**src/rtl/game_score_keeper.sv**
```systemverilog
// Match controller for the ball FSM: gates ball_go, keeps both scores, runs the serve pause, declares the winner.
// Optional SCORE_HEX_EN adds registered active-low 7-segment outputs hex_0/hex_1.
module game_score_keeper #(
  parameter int WIN_SCORE   = 7,
  parameter int SERVE_DELAY = 50,
  parameter int DLY_W       = 8
) (
  input  logic       clk,
  input  logic       reset,
  input  logic       start,
  input  logic       frame_tick,
  input  logic       p0_score_lvl,
  input  logic       p1_score_lvl,
  output logic       ball_go,
  output logic       serve_hold,
  output logic [3:0] score_0,
  output logic [3:0] score_1,
  output logic       game_over,
  output logic       winner,
  output logic [1:0] dbg_state
`ifdef SCORE_HEX_EN
  ,
  output logic [6:0] hex_0,
  output logic [6:0] hex_1
`endif
);

  // dbg_state encoding: 0 IDLE, 1 PLAY, 2 POINT, 3 OVER
  typedef enum logic [1:0] {
    ST_IDLE  = 2'd0,
    ST_PLAY  = 2'd1,
    ST_POINT = 2'd2,
    ST_OVER  = 2'd3
  } state_t;

  localparam logic [3:0]       WIN_S    = 4'(WIN_SCORE);
  localparam logic [DLY_W-1:0] DLY_LAST = DLY_W'(SERVE_DELAY - 1);
  localparam logic [DLY_W-1:0] DLY_ONE  = DLY_W'(1);

  state_t           state_q, state_d;
  logic [3:0]       score_0_q, score_0_d;
  logic [3:0]       score_1_q, score_1_d;
  logic             winner_q, winner_d;
  logic [DLY_W-1:0] cnt_q, cnt_d;
  logic             p0_prev_q, p1_prev_q;
  logic             serve_hold_q, game_over_q;

  logic             p0_edge, p1_edge;
  logic             p0_cnt, p1_cnt;
  logic [3:0]       score_0_inc, score_1_inc;

  assign p0_edge = p0_score_lvl & ~p0_prev_q;
  assign p1_edge = p1_score_lvl & ~p1_prev_q;
  // p0 has priority when both players' edges land in the same cycle
  assign p0_cnt  = p0_edge & (state_q == ST_PLAY);
  assign p1_cnt  = p1_edge & ~p0_edge & (state_q == ST_PLAY);

  assign score_0_inc = (score_0_q == WIN_S) ? score_0_q : score_0_q + 4'd1;
  assign score_1_inc = (score_1_q == WIN_S) ? score_1_q : score_1_q + 4'd1;

  // State and datapath registers
  always_ff @(posedge clk or posedge reset) begin
    if (reset) begin
      state_q      <= ST_IDLE;
      score_0_q    <= 4'd0;
      score_1_q    <= 4'd0;
      winner_q     <= 1'b0;
      cnt_q        <= '0;
      p0_prev_q    <= 1'b0;
      p1_prev_q    <= 1'b0;
      serve_hold_q <= 1'b0;
      game_over_q  <= 1'b0;
    end else begin
      state_q      <= state_d;
      score_0_q    <= score_0_d;
      score_1_q    <= score_1_d;
      winner_q     <= winner_d;
      cnt_q        <= cnt_d;
      p0_prev_q    <= p0_score_lvl;
      p1_prev_q    <= p1_score_lvl;
      serve_hold_q <= (state_d == ST_POINT);
      game_over_q  <= (state_d == ST_OVER);
    end
  end

  // Next-state and datapath update
  always_comb begin
    state_d   = state_q;
    score_0_d = score_0_q;
    score_1_d = score_1_q;
    winner_d  = winner_q;
    cnt_d     = cnt_q;
    case (state_q)
      ST_IDLE: begin
        if (start) begin
          state_d   = ST_PLAY;
          score_0_d = 4'd0;
          score_1_d = 4'd0;
        end
      end
      ST_PLAY: begin
        if (p0_cnt) begin
          score_0_d = score_0_inc;
          if (score_0_inc == WIN_S) begin
            state_d  = ST_OVER;
            winner_d = 1'b0;
          end else begin
            state_d = ST_POINT;
            cnt_d   = '0;
          end
        end else if (p1_cnt) begin
          score_1_d = score_1_inc;
          if (score_1_inc == WIN_S) begin
            state_d  = ST_OVER;
            winner_d = 1'b1;
          end else begin
            state_d = ST_POINT;
            cnt_d   = '0;
          end
        end
      end
      ST_POINT: begin
        if (frame_tick) begin
          if (cnt_q == DLY_LAST) begin
            state_d = ST_PLAY;
            cnt_d   = '0;
          end else begin
            cnt_d = cnt_q + DLY_ONE;
          end
        end
      end
      ST_OVER: begin
        if (start) begin
          state_d   = ST_PLAY;
          score_0_d = 4'd0;
          score_1_d = 4'd0;
          winner_d  = 1'b0;
        end
      end
      default: state_d = ST_IDLE;
    endcase
  end

  // Outputs
  always_comb begin
    ball_go    = frame_tick & (state_q == ST_PLAY);
    serve_hold = serve_hold_q;
    game_over  = game_over_q;
    winner     = winner_q;
    score_0    = score_0_q;
    score_1    = score_1_q;
    dbg_state  = state_q;
  end

`ifdef SCORE_HEX_EN
  function automatic logic [6:0] seg7(input logic [3:0] v);
    logic [6:0] s;
    case (v)
      4'h0: s = 7'b1000000;
      4'h1: s = 7'b1111001;
      4'h2: s = 7'b0100100;
      4'h3: s = 7'b0110000;
      4'h4: s = 7'b0011001;
      4'h5: s = 7'b0010010;
      4'h6: s = 7'b0000010;
      4'h7: s = 7'b1111000;
      4'h8: s = 7'b0000000;
      4'h9: s = 7'b0010000;
      4'hA: s = 7'b0001000;
      4'hB: s = 7'b0000011;
      4'hC: s = 7'b1000110;
      4'hD: s = 7'b0100001;
      4'hE: s = 7'b0000110;
      default: s = 7'b0001110;
    endcase
    return s;
  endfunction

  logic [6:0] hex_0_q, hex_1_q;

  // Decoded from the score registers, so the digits trail the score by one cycle
  always_ff @(posedge clk or posedge reset) begin
    if (reset) begin
      hex_0_q <= 7'b1000000;
      hex_1_q <= 7'b1000000;
    end else begin
      hex_0_q <= seg7(score_0_q);
      hex_1_q <= seg7(score_1_q);
    end
  end

  assign hex_0 = hex_0_q;
  assign hex_1 = hex_1_q;
`endif

endmodule

```
**config.mk**
```make
export PLATFORM = sky130hd
export DESIGN_NAME = game_score_keeper
export DESIGN_NICKNAME = d
export VERILOG_FILES = /design/src/rtl/game_score_keeper.sv
export SDC_FILE = /design/constraint.sdc
export NUM_CORES = 1
export LEC_CHECK = 0
export ABC_CLOCK_PERIOD_IN_PS = 3180
export BUFFER_PORTS_ARGS = -buffer_cell sky130_fd_sc_hd__buf_2
export CAP_MARGIN = 30
export CORE_MARGIN = 8
export CORE_UTILIZATION = 56
export DETAILED_ROUTE_END_ITERATION = 8
export GPL_TIMING_DRIVEN = 0
export PLACE_DENSITY = 0.81
export SYNTH_ARGS = -nofsm -noshare
export SYNTH_HDL_FRONTEND = slang
export SYNTH_SLANG_ARGS = --single-unit
```
**constraint.sdc**
```tcl
create_clock -name clk -period 3.18 [get_ports clk]
set_clock_uncertainty 0.15 [all_clocks]
set_input_delay 0.159 -clock clk [delete_from_list [all_inputs] [get_ports clk]]
set_output_delay 0.159 -clock clk [all_outputs]
set_load 0.02 [all_outputs]
```
# Word-level counts from Yosys, hierarchy flattened

Index checks and enable logic that the tools add are counted.

Output and inout port bits: 14
Word-level logic and storage cells: 80
Bits of input ports: 6
Flip-flop bits (word level): 23

Mux-type cells: 29
Add/sub/neg operators: 3
Reduce and logical (&&, ||, !) cells: 9
Bitwise logic cells: 9
Eq/ne operators: 21

Operators with widths:

| operator              | count |
|---|---|
| $mux W8               | 6 |
| $mux W4               | 6 |
| $eq A4 B3 Y1 const B  | 4 |
| $pmux W4 S2           | 2 |
| $pmux W8 S2           | 1 |
| $mux W2               | 5 |
| $ne A2 B2 Y1 const B  | 5 |
| $reduce_and A5 Y1     | 2 |
| $ne A3 B3 Y1 const B  | 3 |
| $add A4 B1 Y4 const B | 2 |
| $add A8 B1 Y8 const B | 1 |
| $eq A2 B2 Y1 const B  | 4 |
| $eq A8 B6 Y1 const B  | 1 |
| $mux W1               | 7 |
| $and A1 B1 Y1         | 6 |
| $ne A3 B2 Y1 const B  | 2 |
| $pmux W2 S3           | 1 |
| $reduce_bool A2 Y1    | 3 |
| $reduce_and A4 Y1     | 1 |
| $not A1 Y1            | 3 |
| $reduce_and A3 Y1     | 1 |
| $eq A2 B1 Y1 const B  | 1 |
| $logic_not A2 Y1      | 1 |
| $ne A2 B1 Y1 const B  | 1 |
| 2 further kinds       | 2 |

# Depth between registers and ports, before layout

Word-level depth: 9
Depth in mapped cells: 8
Gate-level depth less buffers: 7

# Worst setup path before layout

No wires, ideal clock.

Path type: register -> register
Start: reg state_q[1], in the netlist dbg_state[1]
End: reg cnt_q[6]
Clock period less this slack: 2,284 ps
Path buffers: 1
Setup time: 138 ps
Required time: 2,892 ps
Arrival: 1,996 ps
Stages on the path, launching flop included: 9
Slack: 896 ps
Cell sequence: dfrtp_1 > inv_1 > ha_1 > clkbuf_1 > nand3b_1 > nor2_1 > a211oi_2 > and2_0 > o221ai_1

Longest elaborated chain between the ends: 4
Elaborated cells on any way between the ends: 12
Those cells by class: eq/ne (6); mux (2); bitwise (2); reduce/logical (2)

RTL lines:

| what                                                              | line       | text |
|---|---|---|
| start: declaration                                                | 40         | `state_t state_q, state_d;` |
| start signal: assignment                                          | 74         | `state_q <= state_d;` |
| $eq A2 B1 Y1                                                      | 55, 56, 93 |  |
| $and A1 B1 Y1 (on tied branches)                                  | 55, 56     |  |
| $ne A3 B3 Y1 (no line) / $mux W8 (equally long branches)          | --         |  |
| $reduce_and A5 Y1 (no line) / $pmux W8 S2 (equally long branches) | --         |  |
| end signal: assignment                                            | 78         | `cnt_q <= cnt_d;` |
| end: declaration                                                  | 44         | `logic [DLY_W-1:0] cnt_q, cnt_d;` |

Parallel ways exist; a longest one is shown, timed or not.
A chain may end at the register's enable or synchronous reset.

# Worst setup path in the final report

Same ends and word-level chain as after synthesis.

==> impl_summary.log <==
[metrics] amount of wire on met2 after detailed routing: approximately 1700 um
[metrics] routed metal-1 wirelength: around 1400 um
[metrics] global-route wire length before repair: ~5600 um
[metrics] number of global-route vias before repair: approximately 1.3k
[metrics] buffer type at the clock tree root: sky130_fd_sc_hd__clkbuf_4
[metrics] CP Data Arrival Time: 2.68 ns
[metrics] number of buffers between clock root and the deepest sink: 2
[metrics] CTS tree: done
[metrics] share of power burned in combinational logic: between 50% and 60%
[metrics] cell leakage power: ~0.00076 uW
[metrics] max-slew violation count: 0
[metrics] # port buffers: 19
[metrics] number of antenna repair diodes: 0
[metrics] fraction of power consumed by the clock network: a little over a tenth
[metrics] top-level port count: 20
[metrics] average footprint of a synthesized cell: 9.110 um2
[metrics] power spent charging and discharging nets: 658.4 uW
[metrics] Sequential Power Share: between 30% and 40%
[metrics] number of DRC markers after the initial detailed-route iteration: between 100 and 150
[metrics] Max H-tree Level: 1
[metrics] Achievable Freq: roughly 0.38 GHz
[metrics] CP required: about 3.2 ns
[metrics] Post-route DRC: 0
[metrics] number of synthesized flops with an enable pin: 0
[metrics] total clock buffers created by CTS: 3
[metrics] cell count after synthesis: 160
[metrics] power density over cell area: just over 800 mW/mm2
[metrics] crit path kind: reg2reg
[metrics] post-synthesis sequential area ratio: 39.48%
[metrics] GRT Total Usage: between 10% and 20%
[metrics] number of warning messages in the yosys log: 0
[metrics] post-synth design cell area: ~0.0015 mm2
[metrics] Final Cycle Share: just over 80%
[metrics] Die Y-Extent: roughly 67 um
[metrics] Register-to-Register Setup Slack: about 0.55 ns
[metrics] clock network latency to the later pin of the worst-skew pair: 0.32 ns
[metrics] final routed wire length divided by cell count: 15.08 um
[metrics] Top Metal Used: met4
[metrics] worst-path maximum fanout: 10
[metrics] Distinct cells, synth: 47
[metrics] total vias in the final route: between 1k and 1.5k
[metrics] effective utilization at floorplan: between 50 and 60%
[metrics] worst voltage drop across the vdd grid: approximately 530 uV
[metrics] setup violation total in the final timing report: 0
[metrics] Horiz. Die Dim: 67.02 um
[metrics] postcts setup bufs: 0
[metrics] number of nets in the finished design: around 200
[metrics] Post-Route WL: 3258 um
[metrics] outcome: finished clean
[metrics] full die area: 0.004492 mm2
[metrics] Routability Congestion: about 0.86
[metrics] number of antenna violations at the first check in global routing: 0
[metrics] final hold vios: 0
[metrics] Worst slew margin: roughly two fifths
[metrics] Tightest Hold Check Type: in2reg
[metrics] clock tree sinks: 23
[metrics] endpoint type of the worst setup path: register
[metrics] placed standard-cell area: ~0.0016 mm2
[metrics] Routed met3 length: around 150 um
[metrics] Switching Fraction: between 40% and 50%
[metrics] Startpoint Class: register
[metrics] post-synth net total: between 150 and 200
[metrics] pin count of the biggest net entering global routing: 24
[metrics] Util after Layout: between 60 and 70%
[metrics] via count normalized by instance count: about 6.0
[metrics] worst-margin pin slew: between 0.9 and 1 ns
[metrics] Cell Int Power: 703.8 uW
[metrics] total negative setup slack: 0 ns
[metrics] count of standard-cell rows: 18
[metrics] post-route standard cell area excluding fillers: 0.001647 mm2
[metrics] first drt pass iteration count: 4
[metrics] share of layout cells above drive strength 1: roughly 16%
[metrics] number of inserted filler cells in the final layout: 217
[metrics] area added between synthesis and finish: 12.96%
[metrics] Post-DRT Antenna Nets: 0
[metrics] area of the placeable core: about 0.0025 mm2
[metrics] post-layout total power: around 1400 uW
[metrics] time the final worst path needs with I/O delays and setup: 2.633 ns
[metrics] Primary FF master, synth: sky130_fd_sc_hd__dfrtp_1
[metrics] final hold slack: 0.05829 ns
[metrics] asr flop ratio synth: between 90% and 100%
[metrics] HPWL after DPL: ~2400 um
[metrics] post-synthesis register bit count: 23
[metrics] max-cap violation count: 0
[metrics] unrepaired setup endpoints after global routing: no
[metrics] clock slew seen by the registers of the worst setup and hold paths: 0.14 ns
[metrics] leftover overflow at the end of global routing: 0
-- cell families after synthesis --
kind of cell	count (synthesis)	synth area share, %
mux	5	3.519
fa+ha+maj	8	6.867
buf+inv	13	3.433
simple gates	64	23.52
flops	23	39.48
compound gates	45	21.98
xor+xnor	2	1.202
-- layout make-up --
cell class,instances,area [um2],share of cell area (%)
Tap cell,30,37.54,2.280
Sequential cell,23,575.6,34.95
Clock buffer,4,26.28,1.596
Buffer,4,16.27,0.9878
Timing Repair Buffer,22,125.1,7.599
Inverter,9,33.78,2.052
Multi-Input combinational cell,124,832.0,50.53
-- synthesized netlist by cell type, types with 2 or more instances --
master / count / share of area, %
sky130_fd_sc_hd__inv_1: 9 / 2.3
sky130_fd_sc_hd__a221oi_1: 2 / 1.2
sky130_fd_sc_hd__nand3_1: 8 / 2.7
sky130_fd_sc_hd__nand4bb_1: 2 / 1.5
sky130_fd_sc_hd__nand4_1: 3 / 1.3
sky130_fd_sc_hd__nor2_1: 9 / 2.3
sky130_fd_sc_hd__nor2b_1: 4 / 1.7
sky130_fd_sc_hd__o21ai_0: 9 / 3.1
sky130_fd_sc_hd__o211ai_1: 2 / 1.0
sky130_fd_sc_hd__o2bb2ai_1: 2 / 1.2
sky130_fd_sc_hd__clkbuf_1: 3 / 0.77
sky130_fd_sc_hd__and3_1: 2 / 0.86
sky130_fd_sc_hd__dfrtp_1: 23 / 39
sky130_fd_sc_hd__nand2_1: 19 / 4.9
sky130_fd_sc_hd__a21oi_1: 10 / 3.4
sky130_fd_sc_hd__nand2b_1: 5 / 2.1
sky130_fd_sc_hd__a21o_1: 2 / 1.0
sky130_fd_sc_hd__nor3_1: 4 / 1.4
sky130_fd_sc_hd__a32o_1: 2 / 1.4
sky130_fd_sc_hd__ha_1: 8 / 6.9
sky130_fd_sc_hd__o22ai_1: 3 / 1.3
sky130_fd_sc_hd__mux2i_1: 4 / 2.7
-- flip-flops by register name (all words and copies together) (netlist names) --
| signal | flops |
|---|---|
| cnt_q | 8 |
| score_0 | 4 |
| score_1 | 4 |
| dbg_state | 2 |
| game_over | 1 |
| p0_prev_q | 1 |
| p1_prev_q | 1 |
| serve_hold | 1 |
| winner | 1 |
-- power groups by stage --
| stage | registers [uW] | logic (uW) | clock network (uW) |
|---|---|---|---|
| final | 440 | 780 | 143 |
| after global placement | 438 | 747 | 0 |
| after CTS | 438 | 781 | 143 |
| after floorplan | 491 | 529 | 0 |
| after global routing | 453 | 875 | 153 |
| after detailed placement | 443 | 776 | 0 |
-- layer usage --
metal  vias to the layer above  global-route usage, %
li1                        646                      -
met1                       612                  17.31
met2                        30                  28.08
met3                         4                  2.852
met4                         0                  7.833
met5                         -                      0
-- final timing paths --
| path | startpoint | to | cells after the start |
|---|---|---|---|
| worst max-delay path | dbg_state[1] | cnt_q[6] | 8 |
| min in group asynchronous | reset | cnt_q[5] | 3 |
| worst max register to register | dbg_state[1] | cnt_q[6] | 8 |
| worst min-delay path | start | score_0[2] | 4 |
| max in group asynchronous | reset | score_1[3] | 3 |
| worst min register to register | winner | winner | 2 |
-- through the flow --
stage	setup WS [ns]	std cells
2_1_floorplan	0.8958	160
3_3_place_gp	0.7162	209
3_5_place_dp	0.5976	209
4_1_cts	0.5750	216
5_1_grt	0.3050	216
6_report	0.5472	216
-- worst max-delay path: stages (launching register included) --
cell                       delay [ns]
sky130_fd_sc_hd__dfrtp_1         0.48
sky130_fd_sc_hd__inv_1           0.09
sky130_fd_sc_hd__ha_1            0.18
sky130_fd_sc_hd__clkbuf_1        0.21
sky130_fd_sc_hd__nand3b_1        0.19
sky130_fd_sc_hd__nor2_1          0.07
sky130_fd_sc_hd__a211oi_2        0.55
sky130_fd_sc_hd__and2_0          0.40
sky130_fd_sc_hd__o221ai_1        0.17
-- cell usage in the layout, fill, tap and decap left out, drive strengths merged, types with 4 or more instances in the layout --
cell	Yosys	layout
a21oi	10	10
buf	1	20
clkbuf	3	7
dfrtp	23	23
ha	8	8
inv	9	9
mux2i	4	4
nand2	19	19
nand2b	5	5
nand3	8	8
nor2	9	9
nor2b	4	4
nor3	4	4
o21ai	10	10
-- what timing repair did --
item / 4_1_cts / 5_1_grt
hold buffers: 3 / 0
hold endpoints to repair: 25 / 0
gates resized for setup: 0 / 0
setup endpoints to repair: 0 / 0
(Power assumes the default switching activity.)
